`src/rtl/bc_chain_sequencer.sv`:
```
//------------------------------------------------------------------------------
// bc_chain_sequencer
//
// Head-of-chain sequencer for the lane-to-lane broadcast operand chain that
// feeds the matmul datapath. A command supplies an element count and a tag.
// The block then streams that many 64-bit operands from the source port into
// lane 0. At most MaxOutstanding elements may be in flight. An element is in
// flight from the moment it is issued until the tail lane acknowledges it.
// Completion is reported once every issued element has been retired. A flush
// aborts issuing, but the block still collects acks for elements already in
// the chain.
//
// Parameters
//   NrLanes        lanes in the chain; caps the credit budget at 2*NrLanes
//   MaxOutstanding credit budget (elements issued but not yet retired)
//   CntWidth       width of the element counter and cmd_len_i
//
// Ports
//   clk_i           clock, rising edge
//   rst_i           asynchronous active-high reset
//   cmd_valid_i     command request
//   cmd_ready_o     command accepted when high together with cmd_valid_i
//   cmd_len_i       number of elements to broadcast
//   cmd_id_i        command tag, echoed on done_id_o
//   src_valid_i     source operand valid
//   src_ready_o     source operand consumed
//   src_data_i      source operand
//   bc_valid_o      chain head valid
//   bc_ready_i      chain head ready (from lane 0)
//   bc_data_o       chain head data
//   tail_ack_i      one-cycle pulse, tail lane retired one element
//   flush_i         abort the current command
//   done_o          one-cycle completion pulse
//   done_id_o       tag of the completed command
//   done_aborted_o  completed command was flushed
//   busy_o          sequencer is not idle
//   credit_err_o    sticky: an ack arrived while all credits were home
//------------------------------------------------------------------------------
module bc_chain_sequencer #(
    parameter int NrLanes        = 4,
    parameter int MaxOutstanding = 4,
    parameter int CntWidth       = 16
) (
    input  logic                clk_i,
    input  logic                rst_i,
    input  logic                cmd_valid_i,
    output logic                cmd_ready_o,
    input  logic [CntWidth-1:0] cmd_len_i,
    input  logic [3:0]          cmd_id_i,
    input  logic                src_valid_i,
    output logic                src_ready_o,
    input  logic [63:0]         src_data_i,
    output logic                bc_valid_o,
    input  logic                bc_ready_i,
    output logic [63:0]         bc_data_o,
    input  logic                tail_ack_i,
    input  logic                flush_i,
    output logic                done_o,
    output logic [3:0]          done_id_o,
    output logic                done_aborted_o,
    output logic                busy_o,
    output logic                credit_err_o
);

    // The chain cannot hold more than two elements per lane, so the budget
    // is clamped to that. For every legal parameter set this equals
    // MaxOutstanding.
    localparam int CreditCap = (MaxOutstanding < 2 * NrLanes) ? MaxOutstanding : 2 * NrLanes;
    localparam int CredW     = $clog2(CreditCap + 1);
    localparam logic [CredW-1:0] CredMax = CredW'(CreditCap);

    typedef enum logic [1:0] {
        IDLE,
        ISSUE,
        DRAIN,
        DONE
    } state_e;

    state_e              state_q, state_d;
    logic [CntWidth-1:0] issued_q, issued_d;
    logic [CntWidth-1:0] len_q, len_d;
    logic [3:0]          id_q, id_d;
    logic [CredW-1:0]    credits_q, credits_d;
    logic                aborted_q, aborted_d;
    logic                credit_err_q, credit_err_d;

    logic in_issue;
    logic issue_gate;
    logic xfer;
    logic cmd_accept;

    //--------------------------------------------------------------------------
    // Chain head handshake. Issue is allowed only in ISSUE with at least one
    // credit. A flush blocks issue in the same cycle, so nothing new enters the
    // chain once the abort is seen. src_ready_o follows the chain head's ready
    // rather than src_valid_i. This keeps the two sides of the pass-through
    // free of a combinational loop. Data is gated to zero outside ISSUE so the
    // chain never sees stale operands.
    //--------------------------------------------------------------------------
    assign in_issue    = (state_q == ISSUE);
    assign issue_gate  = in_issue & (credits_q != '0) & ~flush_i;
    assign bc_valid_o  = issue_gate & src_valid_i;
    assign src_ready_o = issue_gate & bc_ready_i;
    assign bc_data_o   = in_issue ? src_data_i : '0;
    assign xfer        = bc_valid_o & bc_ready_i;

    //--------------------------------------------------------------------------
    // Status outputs. These are decoded from registered state only, so they are
    // glitch-free and change only after a clock edge or a reset.
    //--------------------------------------------------------------------------
    assign cmd_ready_o    = (state_q == IDLE);
    assign cmd_accept     = cmd_ready_o & cmd_valid_i;
    assign busy_o         = (state_q != IDLE);
    assign done_o         = (state_q == DONE);
    assign done_id_o      = id_q;
    assign done_aborted_o = done_o & aborted_q;
    assign credit_err_o   = credit_err_q;

    //--------------------------------------------------------------------------
    // Credit accounting, active in every state. An issue and an ack in the same
    // cycle cancel out. An ack that would push the count past the budget is
    // dropped and latched as a protocol error. The tail retired something the
    // sequencer never issued, or that was issued before a reset.
    //--------------------------------------------------------------------------
    always_comb begin
        credits_d    = credits_q;
        credit_err_d = credit_err_q;
        if (xfer && !tail_ack_i) begin
            credits_d = credits_q - CredW'(1);
        end else if (!xfer && tail_ack_i) begin
            if (credits_q == CredMax) begin
                credit_err_d = 1'b1;
            end else begin
                credits_d = credits_q + CredW'(1);
            end
        end
    end

    //--------------------------------------------------------------------------
    // Command sequencing.
    //
    // DRAIN compares against the next credit value. This lets an ack arriving
    // in the same cycle that returns the last credit move straight to DONE,
    // one cycle after that ack.
    //
    // A zero-length command skips the chain entirely and reports completion
    // one cycle after it is accepted.
    //
    // A flush during DRAIN only marks the command as aborted. Elements already
    // in flight must still be retired before the command can complete.
    //--------------------------------------------------------------------------
    always_comb begin
        state_d   = state_q;
        issued_d  = issued_q;
        len_d     = len_q;
        id_d      = id_q;
        aborted_d = aborted_q;

        unique case (state_q)
            IDLE: begin
                if (cmd_accept) begin
                    len_d     = cmd_len_i;
                    id_d      = cmd_id_i;
                    issued_d  = '0;
                    aborted_d = 1'b0;
                    state_d   = (cmd_len_i != '0) ? ISSUE : DONE;
                end
            end
            ISSUE: begin
                if (flush_i) begin
                    aborted_d = 1'b1;
                    state_d   = DRAIN;
                end else if (xfer) begin
                    issued_d = issued_q + CntWidth'(1);
                    if (issued_d == len_q) begin
                        state_d = DRAIN;
                    end
                end
            end
            DRAIN: begin
                if (flush_i) begin
                    aborted_d = 1'b1;
                end
                if (credits_d == CredMax) begin
                    state_d = DONE;
                end
            end
            DONE: begin
                state_d = IDLE;
            end
            default: begin
                state_d = IDLE;
            end
        endcase
    end

    //--------------------------------------------------------------------------
    // State register. Reset returns every credit to the pool immediately. Acks
    // for elements issued before the reset are therefore not expected. If any
    // arrive while the pool is full, they set the error flag.
    //--------------------------------------------------------------------------
    always_ff @(posedge clk_i or posedge rst_i) begin
        if (rst_i) begin
            state_q      <= IDLE;
            issued_q     <= '0;
            len_q        <= '0;
            id_q         <= '0;
            credits_q    <= CredMax;
            aborted_q    <= 1'b0;
            credit_err_q <= 1'b0;
        end else begin
            state_q      <= state_d;
            issued_q     <= issued_d;
            len_q        <= len_d;
            id_q         <= id_d;
            credits_q    <= credits_d;
            aborted_q    <= aborted_d;
            credit_err_q <= credit_err_d;
        end
    end

endmodule

```
`config.mk`:
```
export PLATFORM = sky130hd
export DESIGN_NAME = bc_chain_sequencer
export DESIGN_NICKNAME = d
export VERILOG_FILES = /design/src/rtl/bc_chain_sequencer.sv
export SDC_FILE = /design/constraint.sdc
export NUM_CORES = 1
export LEC_CHECK = 0
export CAP_MARGIN = 10
export CELL_PAD_IN_SITES_DETAIL_PLACEMENT = 0
export CELL_PAD_IN_SITES_GLOBAL_PLACEMENT = 1
export CORE_MARGIN = 3
export CORE_UTILIZATION = 35
export DETAILED_ROUTE_END_ITERATION = 7
export DONT_BUFFER_PORTS = 1
export GPL_TIMING_DRIVEN = 0
export PLACE_DENSITY_LB_ADDON = 0.25
export SLEW_MARGIN = 0
export SYNTH_ARGS = -nofsm -noshare
export SYNTH_HDL_FRONTEND = slang
export SYNTH_SLANG_ARGS = --single-unit
```
`constraint.sdc`:
```
create_clock -name clk_i -period 4.2 [get_ports clk_i]
set_clock_uncertainty 0.1 [all_clocks]
set_input_delay 0.84 -clock clk_i [delete_from_list [all_inputs] [get_ports clk_i]]
set_output_delay 0.84 -clock clk_i [all_outputs]
set_load 0.02 [all_outputs]
```
Word level (Yosys, flattened, before mapping)
Cells that the tools add are included.
Storage, ports and cells
  flip-flop bits (word level): 43
Cells by class
  mux-type cells: 18
  add/sub/neg operators: 3
  reductions and logical operators: 16
  bitwise operators: 9
  equal/unequal tests: 13
Operators by type and width (count)
  $mux W64: 1
  $mux W16: 3
  $pmux W16 S2: 1
  $add A16 B1 Y16 const B: 1
  $eq A16 B16 Y1: 1
  $reduce_bool A16 Y1: 1
  $mux W2: 6
  $mux W3: 3
  $pmux W2 S4: 1
  $reduce_and A4 Y1: 2
  $and A1 B1 Y1: 7
  $eq A3 B3 Y1 const B: 2
  $ne A2 B1 Y1 const B: 3
  $ne A3 B2 Y1 const B: 2
  $reduce_and A3 Y1: 2
  $reduce_bool A2 Y1: 3
  $eq A2 B2 Y1 const B: 2
  $ne A2 B2 Y1 const B: 2
  $add A3 B1 Y3 const B: 1
  $reduce_bool A3 Y1: 1
  $sub A3 B1 Y3 const B: 1
  $eq A2 B1 Y1 const B: 1
  $logic_and A1 B1 Y1: 2
  $logic_not A1 Y1: 2
  other kinds (6): 8

Longest topological paths before layout
Gate-level depths: netlist of run 1.
  depth after elaboration: 12
  depth in mapped cells: 9
  depth with buffers taken out: 9

Worst setup path before layout of run 1
No wires, ideal clock.
  kind: input-to-reg
  from: in flush_i
  to: reg state_q[1]
  arrival: 3091 ps
  stages on the path: 7
  buffers on the path: 0
  path slack: 883 ps
  setup time: 126 ps
  cell sequence: and4b_1 > o211ai_1 > or4b_1 > or4_1 > or4_4 > and2_4 > o32a_1
On the way
  longest elaborated chain between the ends: 11
Ends and longest elaborated chain
  start, declared: RTL line 57  | input logic flush_i,
  $not A1 Y1: RTL line 101  | assign issue_gate = in_issue & (credits_q != '0) & ~flush_i;
  $and A1 B1 Y1: RTL line 101
  $and A1 B1 Y1: RTL line 102  | assign bc_valid_o = issue_gate & src_valid_i;
  $and A1 B1 Y1: RTL line 105  | assign xfer = bc_valid_o & bc_ready_i;
  $logic_not A1 Y1: RTL line 130  | end else if (!xfer && tail_ack_i) begin
  $logic_and A1 B1 Y1: RTL line 130
  $mux W3: RTL line 130
  $mux W3: RTL line 128  | if (xfer && !tail_ack_i) begin
  $eq A3 B3 Y1: RTL line 184  | if (credits_d == CredMax) begin
  $ne A2 B2 Y1 (no source line)
  $reduce_and A4 Y1 (no source line)
  end signal, assigned: RTL line 212  | state_q <= state_d;
  end, declared: RTL line 79  | state_e state_q, state_d;
Several ways; a longest one is shown, not always the timed one.
A chain may end at the register's enable or synchronous reset.

Final worst setup path of run 1
  from: reg issued_q[0]
  to: reg state_q[1]
On the way
  longest elaborated chain between the ends: 4
Ends and longest elaborated chain
  start, declared: RTL line 80  | logic [CntWidth-1:0] issued_q, issued_d;
  start signal, assigned: RTL line 213  | issued_q <= issued_d;
  $add A16 B1 Y16: RTL line 174  | issued_d = issued_q + CntWidth'(1);
  $eq A16 B16 Y1: RTL line 175  | if (issued_d == len_q) begin
  $ne A3 B2 Y1 (no source line)
  $reduce_and A4 Y1 (no source line)
Every way passes these cells.

==> results of run 1 <==
layer usage:
metal | vias to the layer above | part of all wire [%] | GRT usage (%)
met5 | - | 0 | 0
met4 | 0 | 2.1 | 8.705
met3 | 9 | 8.3 | 5.073
met2 | 140 | 48 | 30.78
met1 | 1251 | 41 | 23.44
li1 | 1263 | - | -
per-stage QoR:
stage                     utilization [%]  total power, mW  hold slack (ns)
after CTS                           39.91            2.145           0.3060
after global routing                40.06            2.280           0.3128
after floorplan                         -            1.612           0.3702
final                               40.06            2.122           0.2896
after detailed placement            38.78            1.850           0.3994
after global placement              38.55            1.838           0.4010
worst min path at each step:
stage,start,endpoint,slack (ns)
2_1_floorplan,issued_q[15]$_DFFE_PP0P_,issued_q[15]$_DFFE_PP0P_,0.37
3_5_place_dp,issued_q[15]$_DFFE_PP0P_,issued_q[15]$_DFFE_PP0P_,0.40
3_3_place_gp,issued_q[15]$_DFFE_PP0P_,issued_q[15]$_DFFE_PP0P_,0.40
4_1_cts,rst_i,state_q[0]$_DFFE_PP0P_,0.31
5_1_grt,rst_i,credits_q[1]$_DFF_PP0_,0.31
6_report,rst_i,issued_q[6]$_DFFE_PP0P_,0.29
worst max-delay path, delay by kind of cell, from the launching register on:
kind | cells | cell delay, ns
and+or+nand+nor | 4 | 1.56
buffers and inverters | 1 | 0.29
DFF | 1 | 0.50
xor gates and xnor gates | 1 | 0.18
AOI/OAI and AO/OA | 2 | 0.47
adders and majority gates | 1 | 0.33
registers in the layout, indices dropped and copies added (netlist names):
signal	cells
aborted_q	1
credit_err_o	1
credits_q	3
done_id_o	4
issued_q	16
len_q	16
state_q	2
Yosys cell counts (4+ instances only):
| cell | n |
|---|---|
| o21ai_0 | 21 |
| mux2i_1 | 4 |
| nand2_1 | 24 |
| nor2_1 | 17 |
| nor3_1 | 10 |
| buf_2 | 6 |
| and2_1 | 66 |
| a21oi_1 | 12 |
| clkbuf_1 | 16 |
| ha_1 | 8 |
| o211ai_1 | 5 |
| xor2_1 | 8 |
| nand3_1 | 9 |
| dfrtp_1 | 42 |
| nor4_1 | 5 |
| o31ai_1 | 6 |
| mux2_2 | 20 |
| xnor2_1 | 11 |
| inv_1 | 13 |
cell type report:
cell class / instances / area share [%]
Buffer: 23 / 3.003
Antenna cell: 5 / 0.3708
Inverter: 13 / 1.446
Timing Repair Buffer: 1 / 0.5933
Sequential cell: 43 / 31.92
Multi-Input combinational cell: 277 / 55.95
Tap cell: 105 / 3.893
Clock buffer: 5 / 2.039
Clock inverter: 3 / 0.7786
cell families after synthesis:
kind of cell,Yosys count
AOI/OAI and AO/OA,65
muxes,24
DFF,43
xor gates and xnor gates,20
and+or+nand+nor,160
buffers and inverters,36
adders and majority gates,8
power groups by stage:
stage	Combinational [mW]	Sequential [mW]	Clock, mW
2_1_floorplan	0.916	0.696	0
3_3_place_gp	1.09	0.744	0
3_5_place_dp	1.10	0.746	0
4_1_cts	1.11	0.739	0.299
5_1_grt	1.20	0.759	0.316
6_report	1.09	0.739	0.292
==> out/results.tsv, run 1 <==
metric	value	unit
outcome	complete, no violations	
dp.cells	462	
worst_path_max_delay_cell	nor4_1	
tns	0	ns
critical_path.max_fanout	10	
tritoncts	built	
pwr-share-seq	34.8	%
layout_setup_ws	0.6531	ns
post-cts-setup-buffers	0	
synth_area	0.003115	mm2
worstReg2RegStart	issued_q[0]$_DFFE_PP0P_	
synth_area_leaders	dfrtp_1 (34%), and2_1 (13%), mux2_2 (7.2%)	
ios	166	
synth_top_family_by_area	simple AND/OR/NAND/NOR gates	
relSlewSlack	44.87	%
die_x	100.3	um
grt_pass1_wl	14420	um
synth_compound_area_share	13.90	%
power.switching	1.020	mW
fin_area	0.003374	mm2
r2r_setup_slack	0.65	ns
p_per_area	628.9	mW/mm2
cts_resized	0	
cpPeakStageDelay	0.62	ns
dp_slack	0.6860	ns
n_fill_cell	868	
final_common_cell	and2_1	
grt.overflow.total	0	
cp.arrival	3.63	ns
drive_above_1_share	12.60	%
cts_buffer_depth	2	
drc	0	
htree_levels	2	
r2r-end	state_q[1]$_DFFE_PP0P_	
drt-wirelength-per-cell	20.55	um
clock_sinks	43	
avgSynthCellArea	8.751	um2
dr.pass1.iters	4	
drt_iter0_drc	164	
worstSetupStartpoint	issued_q[0]$_DFFE_PP0P_	
ant_nets	0	
final_cells	475	
irDropWorstVdd	0.3026	mV
avgViaCountPerCell	5.606	
grt_util_all_layers	18.96	%
num_vias	2663	
ys_seq_area_share	34.58	%
startpoint_type	flop	
ys_types	54	
seq_area	0.001077	mm2
final_cell_mix	and2_1 (66), dfrtp_1 (42), nand2_1 (24)	
async_flop_share	100.0	%
synth-seq-cells	43	
antenna_found_initial	5	
nNetsFinal	463	
report.final.slew_viol_count	0	
yosys.area.top_type_share	33.73	%
p_int	1.102	mW
fin_crit_sh	84.45	%
rsz0062_at_grt	false	
die_h	100.3	um
worstMarginPinSlew	0.8214	ns
routed_wl	9760	um
required	4.29	ns
io_buffers	0	
gp_congestion	0.8465	
place_area	0.003267	mm2
crit_path_end_kind	flop	
synthFlopType	dfrtp_1	
leakage	1.352	nW
sw_frac_of_total	48.07	%
start_util	36.99	%
clock_latency	0.31	ns
synthToLayoutAreaGrowth	8.313	%
synth.net_count	455	
maxCapViolCount	0	
synth_mux_area_share	8.514	%
clk_pin_slew_worst_paths	0.10	ns
multi_input_area	0.001888	mm2
pwr-share-comb	51.4	%
setup_viol	0	
rows	33	
cts_buffers	5	
reg2regPathDepth	9	
yosys.area_share.simple	29.12	%
synth-xor-area-share	5.863	%
path_cells	ha_1 -> nand3_1 -> clkbuf_1 -> nor4_1 -> xnor2_1 -> o2111ai_1 -> or4_4 -> and2_4 -> o32a_1	
clock_power_share	13.7	%
yosys.area_share.adder	3.213	%
die_area	0.01007	mm2
endpoint	state_q[1]$_DFFE_PP0P_	
yosys_warnings	0	
critPathKind	flop to flop	
grt_max_degree	28	
cts_hold_buf	0	
hpwl	8061	um
finalHoldViolCount	0	
clockRootBuffer	clkbuf_8	
fmax	281.9	MHz
grt_pass1_vias	2590	
synth_edf_count	0	
synth_cells	356	
netlist.top_cell.by_area	dfrtp_1	
period_needed	3.547	ns
floorplan.core_area	0.008423	mm2
hold_class	primary input to asynchronous set/reset pin	
No activity file was read; power rests on OpenSTA's default activity.
==> inputs of run 2 (changes only) <==
==> constraint.sdc (replaced) <==
create_clock -name clk_i -period 3.15 [get_ports clk_i]
set_clock_uncertainty 0.1 [all_clocks]
set_input_delay 0.63 -clock clk_i [delete_from_list [all_inputs] [get_ports clk_i]]
set_output_delay 0.63 -clock clk_i [all_outputs]
set_load 0.02 [all_outputs]
==> run 2 against run 1 <==
Against the previous run: via count up 0.94%; final area grew 4.1%; fmax rose by 14%; clock power grew 32%; sequential cell count is the same; critical endpoint is now state_q[0]$_DFFE_PP0P_; combinational power up 44%; first-iteration DRC count down 24%; utilization is 1.6 points higher; global-route usage is 0.26 points higher.
==> out/results.tsv, run 2 (synthesis gave the netlist of run 1 again) <==
metric	value	unit	change
synthToLayoutAreaGrowth	12.77	%	
cp_top_family	simple AND/OR/NAND/NOR gates		
rsz0062_at_grt	true		
dr.pass1.iters	4		unchanged
endpoint	state_q[0]$_DFFE_PP0P_		
final_common_cell	and2_1		
drc	0		unchanged
cp_num_buf_inv	1		unchanged
worstReg2RegStart	state_q[1]$_DFFE_PP0P_		
hpwl	8061	um	unchanged
report.final.slew_viol_count	0		unchanged
fin_area	0.003513	mm2	+4.1%
cts_buffers	5		unchanged
routed_wl	9882	um	+1.3%
floorplan.core_area	0.008423	mm2	unchanged
drt_iter0_drc	125		-24%
avgViaCountPerCell	5.554		-0.94%
io_buffers	0		unchanged
num_vias	2688		+0.94%
drive_above_1_share	18.18	%	+5.6 points
cpPeakStageDelay	0.48	ns	-0.14 ns
setup_viol	0		unchanged
tritoncts	built		
htree_levels	2		unchanged
gp_congestion	0.8465		unchanged
path_cells	inv_2 -> ha_4 -> and4b_2 -> o211ai_1 -> or4b_1 -> or4_1 -> or4_4 -> and2_4 -> o32a_2		
nNetsFinal	472		+1.9%
clock_latency	0.30	ns	about the same
r2r_setup_slack	0.05	ns	-0.60 ns
hold_class	primary input to asynchronous set/reset pin		
irDropWorstVdd	0.4145	mV	+37%
antenna_found_initial	5		unchanged
critical_path.max_fanout	3		-7
ios	166		unchanged
cp.depth	9		unchanged
cts_buffer_depth	2		unchanged
maxCapViolCount	0		unchanged
start_util	36.99	%	unchanged
place_area	0.003267	mm2	unchanged
n_fill_cell	858		-1.2%
crit_path_end_kind	flop		
period_needed	3.100	ns	-0.4466 ns
fmax	322.6	MHz	+14%
die_x	100.3	um	unchanged
sw_frac_of_total	47.32	%	-0.75 points
pwr-share-comb	53.5	%	+2.1 points
fin_crit_sh	98.42	%	+14 points
p_per_area	835.1	mW/mm2	+33%
required	3.24	ns	-1.05 ns
worst_path_max_delay_cell	or4b_1		
p_int	1.546	mW	+40%
cts_hold_buf	0		unchanged
pwr-share-seq	33.4	%	-1.4 points
grt_max_degree	28		unchanged
worstMarginPinSlew	0.5643	ns	-0.2571 ns
final_cell_mix	and2_1 (66), dfrtp_1 (39), nand2_1 (24)		
drt-wirelength-per-cell	20.42	um	-0.63%
die_h	100.3	um	unchanged
finalHoldViolCount	0		unchanged
clock_power_share	13.1	%	-0.6 points
clockRootBuffer	clkbuf_8		
final_cells	484		+1.9%
grt_util_all_layers	19.22	%	+0.26 points
die_area	0.01007	mm2	unchanged
critPathKind	flop to flop		
startpoint_type	flop		
rows	33		unchanged
relSlewSlack	62.38	%	+18 points
reg2regPathDepth	9		unchanged
leakage	1.406	nW	+4.0%
power.switching	1.388	mW	+36%
outcome	complete, no violations		
cp.arrival	3.19	ns	-0.44 ns
ant_nets	0		unchanged
grt.overflow.total	0		unchanged
clk_pin_slew_worst_paths	0.10	ns	about the same
grt_pass1_vias	2634		+1.7%
r2r-end	state_q[0]$_DFFE_PP0P_		
grt_pass1_wl	14630	um	+1.5%
clock_sinks	43		unchanged
worstSetupStartpoint	state_q[1]$_DFFE_PP0P_		
dp.cells	462		unchanged
==> run 2: cell count changes in the layout (fill, tap and decap cells not counted), moves of 2 or more <==
cell / delta
buf_4: +10
dfrtp_2: +3
dfrtp_1: -3
ha_1: -3
ha_4: +2
clkbuf_1: -2
==> run 2: timing repair <==
| action | CTS | global route |
|---|---|---|
| pin swaps | 2 | 5 |
| gates resized for setup | 11 | 8 |
| cloned | 0 | 0 |
| setup buffers | 6 | 4 |
| endpoints found under the setup margin | 2 | 11 |
==> run 2: per-stage QoR <==
| stage | hold WS (ns) | utilization, % | TNS (ns) | setup slack (ns) | power [mW] |
|---|---|---|---|---|---|
| 2_1_floorplan | 0.3702 | - | 0 | 0.04322 | 2.149 |
| 3_3_place_gp | 0.4010 | 38.55 | -0.6862 | -0.3482 | 2.450 |
| 3_5_place_dp | 0.3994 | 38.78 | -0.7127 | -0.3640 | 2.467 |
| 4_1_cts | 0.09672 | 40.95 | -0.07339 | -0.04975 | 2.938 |
| 5_1_grt | 0.1025 | 41.71 | -0.07076 | -0.04163 | 3.155 |
| 6_report | 0.08191 | 41.71 | 0 | 0.04974 | 2.934 |
==> run 2: routing by layer <==
layer  vias up  track usage [%]  share of wire (%)
met5         -                0                  0
met4         0            9.430                2.1
met3         9            5.073                7.3
met2       125            31.04                 49
met1      1268            23.70                 42
li1       1286                -                  -
==> run 2: area by class of cell <==
| cell class | instances | area, um2 | area share, % |
|---|---|---|---|
| clock buffers | 5 | 68.82 | 1.959 |
| well taps | 105 | 131.4 | 3.739 |
| inverters | 13 | 48.80 | 1.389 |
| flip-flops and latches | 43 | 1081 | 30.77 |
| repair buffers | 11 | 95.09 | 2.707 |
| diodes | 5 | 12.51 | 0.3561 |
| clock inverters | 3 | 26.28 | 0.7479 |
| multi-input cells | 277 | 1948 | 55.45 |
| plain buffers | 22 | 101.3 | 2.885 |
==> run 2: power groups by stage <==
stage               Combinational (mW)  Clock, mW  Sequential, mW
floorplan                         1.22          0           0.927
global placement                  1.46          0           0.991
detailed placement                1.47          0           0.995
CTS                               1.56      0.398           0.977
global route                      1.73      0.422            1.01
finish                            1.57      0.385           0.980
==> run 2: how the worst min path moves through the flow <==
stage	to	slack, ns	cells past startpoint
6_report	credits_q[1]$_DFF_PP0_	0.08	1
5_1_grt	credits_q[1]$_DFF_PP0_	0.10	1
4_1_cts	credits_q[0]$_DFF_PP0_	0.1	1
3_5_place_dp	issued_q[15]$_DFFE_PP0P_	0.40	1
3_3_place_gp	issued_q[15]$_DFFE_PP0P_	0.40	1
2_1_floorplan	issued_q[15]$_DFFE_PP0P_	0.37	1
==> inputs of run 3 (changes only) <==
--- a/config.mk
+++ b/config.mk
@@ -14,7 +14,7 @@
 export DONT_BUFFER_PORTS = 1
 export GPL_TIMING_DRIVEN = 0
 export PLACE_DENSITY_LB_ADDON = 0.25
-export SLEW_MARGIN = 0
+export SLEW_MARGIN = 20
 export SYNTH_ARGS = -nofsm -noshare
 export SYNTH_HDL_FRONTEND = slang
 export SYNTH_SLANG_ARGS = --single-unit
==> results of run 3 <==
Final layout, timing and power as in run 2 (identical DEF).
